[src/rtl/vga_pkg.sv]
// Shared VGA timing constants and the page-flip FSM state type.
package vga_pkg;

  localparam int H_LINE_PERIOD  = 1056;
  localparam int V_FRAME_PERIOD = 628;
  // Two whole frames without a vsync edge means scan-out timing is gone.
  localparam int VS_TIMEOUT_DEF = 2 * H_LINE_PERIOD * V_FRAME_PERIOD;

  typedef enum logic [1:0] {
    ST_IDLE    = 2'd0,
    ST_PENDING = 2'd1,
    ST_FLIP    = 2'd2
  } swap_state_t;

endpackage

[src/rtl/toggle_sync.sv]
// Toggle-to-event synchroniser: STAGES flops plus a history flop; one-cycle
// o_evt per input toggle. Reusable on either side of a toggle handshake.
module toggle_sync #(
  parameter int STAGES = 2
) (
  input  logic clk,
  input  logic reset_n,
  input  logic i_tgl,
  output logic o_evt
);

  logic [STAGES-1:0] r_sync;
  logic              r_hist;

  always_ff @(posedge clk or negedge reset_n) begin
    if (!reset_n) begin
      r_sync <= '0;
      r_hist <= 1'b0;
    end else begin
      r_sync <= {r_sync[STAGES-2:0], i_tgl};
      r_hist <= r_sync[STAGES-1];
    end
  end

  assign o_evt = r_sync[STAGES-1] ^ r_hist;

endmodule

[src/rtl/vga_frame_swap_ctrl.sv]
// Double-buffer page-flip controller: a synchronised renderer request is
// held until the next vsync falling edge, then the front buffer is swapped.
module vga_frame_swap_ctrl
  import vga_pkg::*;
#(
  parameter int SYNC_STAGES = 2,
  parameter int FRAME_CNT_W = 16,
  parameter int VS_TIMEOUT  = VS_TIMEOUT_DEF
) (
  input  logic                   clk_vga,
  input  logic                   reset_n,
  input  logic                   i_vs,
  input  logic                   i_flip_req_tgl,
  output logic                   o_front_buf,
  output logic                   o_flip_ack_tgl,
  output logic                   o_pending,
  output logic                   o_overrun,
  output logic                   o_vs_lost,
  output logic [FRAME_CNT_W-1:0] o_frame_cnt,
  output swap_state_t            o_dbg_state
);

  localparam int               GAP_W   = $clog2(VS_TIMEOUT + 1);
  localparam logic [GAP_W-1:0] GAP_MAX = GAP_W'(VS_TIMEOUT);

  swap_state_t            r_state;
  swap_state_t            w_next;
  logic                   w_req_evt;
  logic                   w_vs_fall;
  logic                   r_vs_d;
  logic                   r_front_buf;
  logic                   r_flip_ack_tgl;
  logic                   r_overrun;
  logic [FRAME_CNT_W-1:0] r_frame_cnt;
  logic [GAP_W-1:0]       r_gap;

  toggle_sync #(
    .STAGES(SYNC_STAGES)
  ) u_req_sync (
    .clk    (clk_vga),
    .reset_n(reset_n),
    .i_tgl  (i_flip_req_tgl),
    .o_evt  (w_req_evt)
  );

  // i_vs is active-low, so the falling edge marks the start of a frame.
  assign w_vs_fall = r_vs_d & ~i_vs;

  always_comb begin
    w_next = r_state;
    case (r_state)
      ST_IDLE:    if (w_req_evt) w_next = ST_PENDING;
      ST_PENDING: if (w_vs_fall) w_next = ST_FLIP;
      ST_FLIP:    w_next = ST_IDLE;
      default:    w_next = ST_IDLE;
    endcase
  end

  always_ff @(posedge clk_vga or negedge reset_n) begin
    if (!reset_n) begin
      r_state        <= ST_IDLE;
      r_vs_d         <= 1'b1;
      r_front_buf    <= 1'b0;
      r_flip_ack_tgl <= 1'b0;
      r_overrun      <= 1'b0;
      r_frame_cnt    <= '0;
      r_gap          <= '0;
    end else begin
      r_state <= w_next;
      r_vs_d  <= i_vs;
      if (r_state == ST_FLIP) begin
        r_front_buf    <= ~r_front_buf;
        r_flip_ack_tgl <= ~r_flip_ack_tgl;
      end
      // A request while one is outstanding is dropped and flagged sticky.
      if (w_req_evt && (r_state != ST_IDLE)) r_overrun <= 1'b1;
      if (w_vs_fall) r_frame_cnt <= r_frame_cnt + 1'b1;
      if (w_vs_fall)            r_gap <= '0;
      else if (r_gap != GAP_MAX) r_gap <= r_gap + 1'b1;
    end
  end

  assign o_front_buf    = r_front_buf;
  assign o_flip_ack_tgl = r_flip_ack_tgl;
  assign o_pending      = (r_state != ST_IDLE);
  assign o_overrun      = r_overrun;
  assign o_vs_lost      = (r_gap == GAP_MAX);
  assign o_frame_cnt    = r_frame_cnt;
  assign o_dbg_state    = r_state;

endmodule

[config.mk]
export PLATFORM = sky130hd
export DESIGN_NAME = vga_frame_swap_ctrl
export DESIGN_NICKNAME = d
export VERILOG_FILES = /design/src/rtl/vga_pkg.sv /design/src/rtl/toggle_sync.sv /design/src/rtl/vga_frame_swap_ctrl.sv
export SDC_FILE = /design/constraint.sdc
export NUM_CORES = 1
export LEC_CHECK = 0
export CORE_MARGIN = 4
export CORE_UTILIZATION = 40
export DETAILED_ROUTE_END_ITERATION = 7
export RECOVER_POWER = 50
export SETUP_SLACK_MARGIN = 0.2
export SLEW_MARGIN = 40
export SYNTH_ARGS = -nofsm -noshare
export SYNTH_HDL_FRONTEND = slang
export SYNTH_SLANG_ARGS = --single-unit
[constraint.sdc]
create_clock -name clk_vga -period 2.18 [get_ports clk_vga]
set_input_delay 0.436 -clock clk_vga [delete_from_list [all_inputs] [get_ports clk_vga]]
set_output_delay 0.436 -clock clk_vga [all_outputs]
set_load 0.02 [all_outputs]
==> results.cfg, run 1 <==
[timing]
setup_slack_ps = -13.0
period_minus_slack_ps = 2190
maxSlewHeadroom_pct = 19.1
finalMaxSlewViolations = 0
grt_setup_unrepaired = yes
finalClockSkew_ps = 5.80
fin_crit_sh_pct = 101
hold_violations = 0
max_freq_ghz = 0.456
tightest_slew_ps = 1210
finalSetupViolCount = 1

[final_layout]
final_util_pct = 55.1
area_growth_pct = 31.8
multi_input_area_um2 = 992
nNetsFinal = 265
drive_above_1_share_pct = 22.8
fillers = 468
final_common_cell = dfrtp_1
antenna_cells = 0
stdcell_area_um2 = 2850
layout_common_cells = dfrtp_1 (45), buf_4 (30), xnor2_1 (21), clkdlybuf4s50_1 (21), nand2_1 (19)
seqCellArea_um2 = 1150

[logic_synthesis]
syn_area_um2 = 2160
ys_warn_count = 0
synth_seq_area_share_pct = 53.3
syn_area_per_cell_um2 = 10.9
synth.top_cell.area_share_pct = 52.1
synthTopCellsByArea = dfrtp_1 (52%), xnor2_1 (8.5%), nand2_1 (3.3%)
async_reset_ff_share_pct = 100
ys_types = 41
synth_edf_count = 0
ys_ff_latch = 46
syn-num-nets = 206
synthFlopType = dfrtp_1
yosysTopAreaCell = dfrtp_1
synth_cells = 199

[die]
design.portCount = 27
dieArea_um2 = 6650
core.rowCount = 26
dieHeight_um = 81.5
die_x_um = 81.5
coreArea_um2 = 5170
start_util_pct = 41.8

[global_routing]
grt_max_degree = 25
grt_pass1_vias = 1580
antenna_found_initial = 0
grt_use_total_pct = 14.9
grt-ovfl-total = 0
grt_pass1_wl_um = 7470

[run_status]
violations = setup timing
status = finished, violations left

[place]
port_buffers = 26
place_area_um2 = 2680
gp_congestion = 0.734
hpwl_um = 3220

[hold_path]
holdCritPathClass = flop to flop
hold_path_depth = 0

[routing]
drtAntennaViolNets = 0
totalWireLength_um = 4530
first_pass_iters = 4
routed_via_density = 4.93
drc = 0
drt_iter0_drc = 64
vias = 1622
wl_per_cell_um = 13.8

[cts]
htreeDepth = 2
cts_sinks = 46
holdBufCountCts = 0
clk_path_buf_depth = 2
tritoncts = built
cts-root-buf = clkbuf_8
cts_buffers = 5
path_clk_slew_ps = 90
clock_latency_ps = 300

[setup_path]
crit_type = flop to output pin
worstPathRequired_ps = 1740
cp_slowest_cell = or4b_4
end_kind = output pin
critPathMaxStageDelay_ps = 530
critPathTopFamily = simple AND/OR/NAND/NOR gates
critPathMaxFanout = 2
arrival_ps = 1760
crit_buf_inv = 1
reg2reg_depth = 12
path_cells = nor4_2 -> or4b_4 -> nor2_4 -> buf_6
startpoint_type = flop
cp.depth = 4

[power_and_ir_drop]
peakVddDrop_mv = 0.449
p_per_area_nw_per_um2 = 792
power.total_w = 0.00226
p_leak_nw = 1.27

[job]
drv_cap = 0
registers in the layout, summed over array words and instances (netlist names):
signal             flops
o_dbg_state            2
o_flip_ack_tgl         1
o_frame_cnt           16
o_front_buf            1
o_overrun              1
r_gap                 21
r_vs_d                 1
u_req_sync.r_hist      1
u_req_sync.r_sync      2
per-layer routing:
metal	wire, µm	track usage [%]
met1	2310	21.0
met4	68	4.56
met5	0	0
met2	2000	22.2
met3	145	4.17
final timing paths:
kind                                                startpoint                              to  slack [ps]
worst max-delay path                      r_gap[5]$_DFFE_PN0P_                       o_vs_lost         -10
worst min-delay path            u_req_sync.r_sync[0]$_DFF_PN0_  u_req_sync.r_sync[1]$_DFF_PN0_         350
worst max register to register            r_gap[1]$_DFFE_PN0P_            r_gap[1]$_DFFE_PN0P_          70
worst min register to register  u_req_sync.r_sync[0]$_DFF_PN0_  u_req_sync.r_sync[1]$_DFF_PN0_         350
max in group asynchronous                              reset_n     o_frame_cnt[15]$_DFFE_PN0P_         610
min in group asynchronous                              reset_n            r_gap[4]$_DFFE_PN0P_         360
synthesized netlist by cell type, types with 4 or more instances:
| cell type | n |
|---|---|
| clkbuf_1 | 4 |
| inv_1 | 4 |
| nor3_1 | 5 |
| a21oi_1 | 8 |
| xnor2_1 | 21 |
| dfrtp_1 | 45 |
| nand4_1 | 9 |
| nor2_1 | 18 |
| and4_1 | 6 |
| nand3_1 | 9 |
| xor2_1 | 7 |
| nand2_1 | 19 |
where the power goes:
group	leakage, nW	switching (W)	internal, W
registers	0.607	0.000108	0.000957
logic	0.611	0.000278	0.000274
clock network	0.0514	0.000298	0.000342
total	1.27	0.000684	0.00157
through the flow:
stage               instances  setup TNS [ps]  setup WS [ps]  hold slack [ps]
finish                    329           -13.0          -13.0              353
CTS                       328           -44.1          -44.1              121
global placement          313            -180           -180              333
floorplan                 199               0            242              140
global route              329            -257           -113              361
detailed placement        313            -191           -191              335
kinds of logic (layout without fill, tap and decap cells):
group                      after synthesis  count (layout)  share of synthesized area, %
AOI/OAI and AO/OA                       21              21                          6.59
xor gates and xnor gates                28              28                          11.3
adders and majority gates                3               3                          1.74
buffers and inverters                   11              71                          2.08
DFF                                     46              46                          53.3
muxes                                    1               1                         0.463
and+or+nand+nor                         89              89                          24.5
area by class of cell:
cell class / instances / area share, %
Clock inverter: 2 / 1.32
Clock buffer: 6 / 2.55
Tap cell: 70 / 3.07
Inverter: 4 / 0.527
Sequential cell: 46 / 40.4
Multi-Input combinational cell: 142 / 34.8
Timing Repair Buffer: 59 / 17.3
what timing repair did:
item | in CTS | in global routing
pin swaps | 4 | 1
setup endpoints to repair | 2 | 3
resized for setup | 12 | 1
buffers inserted | 7 | 1
(Power assumes the default switching activity.)
==> run 2, diff against run 1 <==
CORE_UTILIZATION = 35   (was 40)
==> run 2 against run 1 <==
Against the previous run: the run still ends with setup timing left; utilization decreased by 8.3 points; combinational power decreased by 3.8%; global-route usage decreased by 1.8 points; critical path type unchanged; largest cell class unchanged; largest power group unchanged; highest routed layer unchanged.
==> results.cfg, run 2 (same netlist as run 1, synthesis figures left out) <==
[setup_path]
startpoint_type = flop
r2r-end = r_gap[0]$_DFFE_PN0P_
r2r_slack_ps = 390
critPathCapture = o_vs_lost
reg2reg_depth = 7
end_kind = output pin
rr_startpoint = r_gap[0]$_DFFE_PN0P_
arrival_ps = 1780
critPathMaxStageDelay_ps = 560
critPathMaxFanout = 2
path_cells = inv_2 -> ha_1 -> nand4b_1 -> or4b_4 -> nor2_4 -> buf_6
worstPathRequired_ps = 1740
setup.worst_path.start = r_gap[0]$_DFFE_PN0P_
crit_type = flop to output pin
cp_slowest_cell = or4b_4

[final_layout]
multi_input_area_um2 = 973
final_common_cell = dfrtp_1
finalNonFillerCells = 327
nNetsFinal = 258
drive_above_1_share_pct = 19.8
final_util_pct = 46.8
seqCellArea_um2 = 1150
top_register = r_gap
largest_reg_flops = 21
fillers = 584
area_growth_pct = 28.8
layout_common_cells = dfrtp_1 (45), buf_4 (23), xnor2_1 (21), clkdlybuf4s50_1 (21), nand2_1 (19)
antenna_cells = 0

[die]
dieArea_um2 = 7500
dieHeight_um = 86.6
start_util_pct = 36.3
die_x_um = 86.6
design.portCount = 27
core.rowCount = 28
coreArea_um2 = 5960

[power_and_ir_drop]
power_switching_w = 0.000659
swShare_pct = 29.7
p_per_area_nw_per_um2 = 797
power.share.sequential_pct = 47.9
p_clk_share_pct = 28.2
power_frac_comb_pct = 23.9
p_leak_nw = 1.24
p_int_w = 0.00156
peakVddDrop_mv = 0.374

[global_routing]
antenna_found_initial = 0
grt_max_degree = 47
grt_use_total_pct = 13.1
grt_pass1_vias = 1572
grt_pass1_wl_um = 7610
grt-ovfl-total = 0

[cts]
clock_latency_ps = 300
path_clk_slew_ps = 90
cts-root-buf = clkbuf_8
tritoncts = built
clk_path_buf_depth = 2
cts_sinks = 46
cts_buffers = 5
htreeDepth = 2

[routing]
first_pass_iters = 4
routed_via_density = 4.86
drc = 0
wl_per_cell_um = 13.4
drt_iter0_drc = 90
totalWireLength_um = 4400
vias = 1590
drtAntennaViolNets = 0

[timing]
maxSlewHeadroom_pct = 24.5
grt_setup_unrepaired = yes
fin_crit_sh_pct = 102
finalSetupViolCount = 1
tightest_slew_ps = 1130
finalMaxSlewViolations = 0
finalClockSkew_ps = 6.74
hold_violations = 0
max_freq_ghz = 0.450
hold_ws_ps = 357
period_minus_slack_ps = 2220
setup_slack_ps = -40.2

[place]
gp_congestion = 0.728
hpwl_um = 3120
port_buffers = 26
placed_cells = 318

[run_status]
violations = setup timing
status = finished, violations left

[job]
drv_cap = 0

[hold_path]
holdCritPathClass = flop to flop
[run 2: worst max-delay path, delay by kind of cell (launching register included)]
kind                     cells  cell delay, ps
adder cells (fa/ha/maj)      1             140
flip-flops                   1             390
AND/OR/NAND/NOR              3             770
buffers and inverters        2             180
[run 2: worst min-delay path by stage]
stage                                               from                             end  slack [ps]  cells after the start
after floorplan                                  reset_n      o_dbg_state[0]$_DFFE_PN0P_         140                      0
after global placement    u_req_sync.r_sync[0]$_DFF_PN0_  u_req_sync.r_sync[1]$_DFF_PN0_         340                      0
after detailed placement  u_req_sync.r_sync[0]$_DFF_PN0_  u_req_sync.r_sync[1]$_DFF_PN0_         340                      0
after CTS                                        reset_n            r_gap[3]$_DFFE_PN0P_         230                      2
after global routing      u_req_sync.r_sync[0]$_DFF_PN0_  u_req_sync.r_sync[1]$_DFF_PN0_         370                      0
final                     u_req_sync.r_sync[0]$_DFF_PN0_  u_req_sync.r_sync[1]$_DFF_PN0_         360                      0
[run 2: what timing repair did]
item | 4_1_cts | 5_1_grt
endpoints found under the setup margin | 2 | 1
setup buffers | 0 | 1
pin swaps | 3 | 1
hold buffers | 0 | 0
resized for setup | 8 | 1
[run 2: layer usage]
metal / vias to the layer above / global-route usage (%) / part of all wire (%)
met3: 4 / 2.57 / 2.8
met5: - / 0 / 0
met4: 0 / 5.81 / 1.5
li1: 810 / - / -
met1: 755 / 18.6 / 48
met2: 21 / 19.3 / 47
[run 2: power by group through the flow]
| stage | logic (W) | clock network [W] | registers (W) |
|---|---|---|---|
| after floorplan | 0.000175 | 0 | 0.00117 |
| after global placement | 0.000538 | 0 | 0.00108 |
| after detailed placement | 0.000546 | 0 | 0.00108 |
| after CTS | 0.000545 | 0.000657 | 0.00107 |
| after global routing | 0.000576 | 0.000691 | 0.00109 |
| final | 0.000531 | 0.000626 | 0.00106 |
[run 2: final cells by class]
cell class	count	area share, %
tap	75	3.37
multi-input combinational	142	34.9
clock inverter	2	1.35
timing repair buffer	52	15.9
sequential	46	41.4
inverter	4	0.539
clock buffer	6	2.60
[run 2: through the flow]
| stage | cell area (µm²) | total power [W] | setup slack, ps | setup TNS, ps |
|---|---|---|---|---|
| 4_1_cts | 2790 | 0.00227 | -38.6 | -38.6 |
| 2_1_floorplan | 2170 | 0.00135 | 242 | 0 |
| 3_5_place_dp | 2670 | 0.00163 | -196 | -196 |
| 6_report | 2790 | 0.00222 | -40.2 | -40.2 |
| 5_1_grt | 2790 | 0.00235 | -117 | -117 |
| 3_3_place_gp | 2670 | 0.00162 | -181 | -181 |
==> variant (flow settings as in run 2) <==
The parameter `SYNC_STAGES` goes from 2 to 4.
--- a/src/rtl/vga_frame_swap_ctrl.sv
+++ b/src/rtl/vga_frame_swap_ctrl.sv
@@ -3,7 +3,7 @@
 module vga_frame_swap_ctrl
   import vga_pkg::*;
 #(
-  parameter int SYNC_STAGES = 2,
+  parameter int SYNC_STAGES = 4,
   parameter int FRAME_CNT_W = 16,
   parameter int VS_TIMEOUT  = VS_TIMEOUT_DEF
 ) (
Formal check against the unedited RTL: not equivalent (Yosys sat finds a counterexample within 4 cycles, from zero or initial values and one cycle with reset_n low).
==> variant against run 2 <==
Register-to-register slack worse by 0.02 ns; sequential cell count is 2 higher; largest power group unchanged; setup slack better by 0.27 ns; synthesized area is 2.0% higher; design area is 0.40% higher; die area is 1.8% higher; total power is 0.55% lower; combinational power is 1% higher; routed wire length is 1.8% higher.
==> variant: results (changes against run 2) <==
[clock_network]
clkTransAtPathRegs_ns=0.09  ; about the same
root_buffer=clkbuf_8
htreeDepth=2  ; unchanged

[layout]
stdcell_count=325  ; -0.61%
final_layout_size_suffix_gt1_frac=0.1640  ; -0.03441
layout.nets=256  ; -0.78%

[timing]
fin_worst_skew_ns=0.004754  ; -0.001987 ns
slew_headroom=0.1319  ; -0.1130
layout_setup_ws_ns=0.2294  ; +0.2696 ns
finalHoldWorstSlack_ns=0.3534  ; -0.003351 ns
min_period_ns=1.951  ; -0.2696 ns

[grt]
grt_pass1_wl_mm=7.555  ; -0.72%
grt_pass1_vias=1570  ; -0.13%
grt_use_total=0.1268  ; -0.004252
grt_max_degree=25  ; -47%
antenna_found_initial=0  ; unchanged

[yosys]
syn_area_per_cell_um2=11.03  ; +1.5%
synthTopCellsByCount=47 x dfrtp_1, 17 x nand2_1, 15 x nor2_1, 15 x xnor2_1, 13 x xor2_1
async_flop_share=1.000  ; unchanged
ys_types=39  ; -4.9%
yosys-top-cells-area=dfrtp_1 53%, xnor2_1 6.0%, xor2_1 5.2%
synth_seq_area_share=0.5451  ; +0.01242
synth_fp_nets=207  ; +0.49%

[drt]
drtPass1Iterations=4  ; unchanged
wirelength_mm=4.474  ; +1.8%
viasPerCell=5.003  ; +2.9%
drtIter0Drc=101  ; +12%

[setup_path]
critical_path_arrival_ns=1.51  ; -0.27 ns
rrSetupSlack_ns=0.37  ; -0.02 ns

[place]
dp_slack_ns=-0.07510  ; +0.1213 ns
dp_hpwl_mm=3.197  ; +2.6%
dp_cells=314  ; -1.3%
place_congestion=0.7695  ; +5.8%
placed_cell_area_um2=2663  ; -0.37%

[power_and_ir_drop]
leakage_nw=1.189  ; -4.0%
ir_drop_uv=494.0  ; +32%

[outcome]
status=complete, no violations

==> variant: timing repair <==
item	CTS	global route
pin swaps	3	2
resized for setup	9	3
setup buffers	1	2
setup endpoints to repair	2	1
==> variant: cell type report <==
cell class / instances / area (um^2) / area share
multi-input combinational: 141 / 983.4 / 0.3515
timing repair buffer: 48 / 404.1 / 0.1445
clock inverter: 1 / 8.758 / 0.003131
tap: 75 / 93.84 / 0.03354
inverter: 5 / 18.77 / 0.006708
clock buffer: 7 / 86.33 / 0.03086
sequential: 48 / 1202 / 0.4298
==> variant: where the power goes <==
part / total, mW / switching, mW / internal, mW
Combinational: 0.538 / 0.269 / 0.269
Clock: 0.557 / 0.296 / 0.260
Sequential: 1.11 / 0.118 / 0.996
==> variant: worst paths after layout <==
| check | cells after the start | end | startpoint |
|---|---|---|---|
| setup / recovery | 6 | o_vs_lost | r_gap[0]$_DFFE_PN0P_ |
| hold / removal | 0 | u_req_sync.r_sync[2]$_DFF_PN0_ | u_req_sync.r_sync[1]$_DFF_PN0_ |
| setup reg to reg | 5 | r_gap[16]$_DFFE_PN0P_ | r_gap[4]$_DFFE_PN0P_ |
| hold reg to reg | 0 | u_req_sync.r_sync[2]$_DFF_PN0_ | u_req_sync.r_sync[1]$_DFF_PN0_ |
| max in group asynchronous | 2 | o_overrun$_DFFE_PN0P_ | reset_n |
| min in group asynchronous | 1 | r_gap[3]$_DFFE_PN0P_ | reset_n |
==> variant: per-stage QoR <==
stage                     utilization  setup TNS, ns  power [mW]
after global routing           0.4643              0       2.339
after floorplan                     -              0       1.387
final                          0.4643              0       2.208
after CTS                      0.4618              0       2.238
after detailed placement       0.4419       -0.07510       1.654
after global placement         0.4419       -0.06730       1.644
==> variant: logic make-up (layout without fill, tap and decap cells) <==
family,Yosys count,count (layout),share of synthesized area
and+or+nand+nor,87,87,0.2252
DFF,48,48,0.5451
xor gates and xnor gates,28,28,0.1112
AOI/OAI and AO/OA,19,19,0.05899
buffers and inverters,11,61,0.02439
muxes,4,4,0.01815
adders and majority gates,3,3,0.01702
==> variant: metal layers <==
layer | track usage | routed length [um] | vias to the layer above
met4 | 0.03347 | 42 | 0
met5 | 0 | 0 | -
li1 | - | - | 799
met2 | 0.1925 | 2113 | 20
met1 | 0.1794 | 2198 | 803
met3 | 0.03311 | 119 | 4
==> variant: worst max-delay path, stage by stage, from the launching register on <==
cell	delay (ns)
dfrtp_1	0.39
inv_2	0.06
ha_1	0.14
nor4bb_4	0.20
nand4_1	0.15
nor2_1	0.13
buf_4	0.15
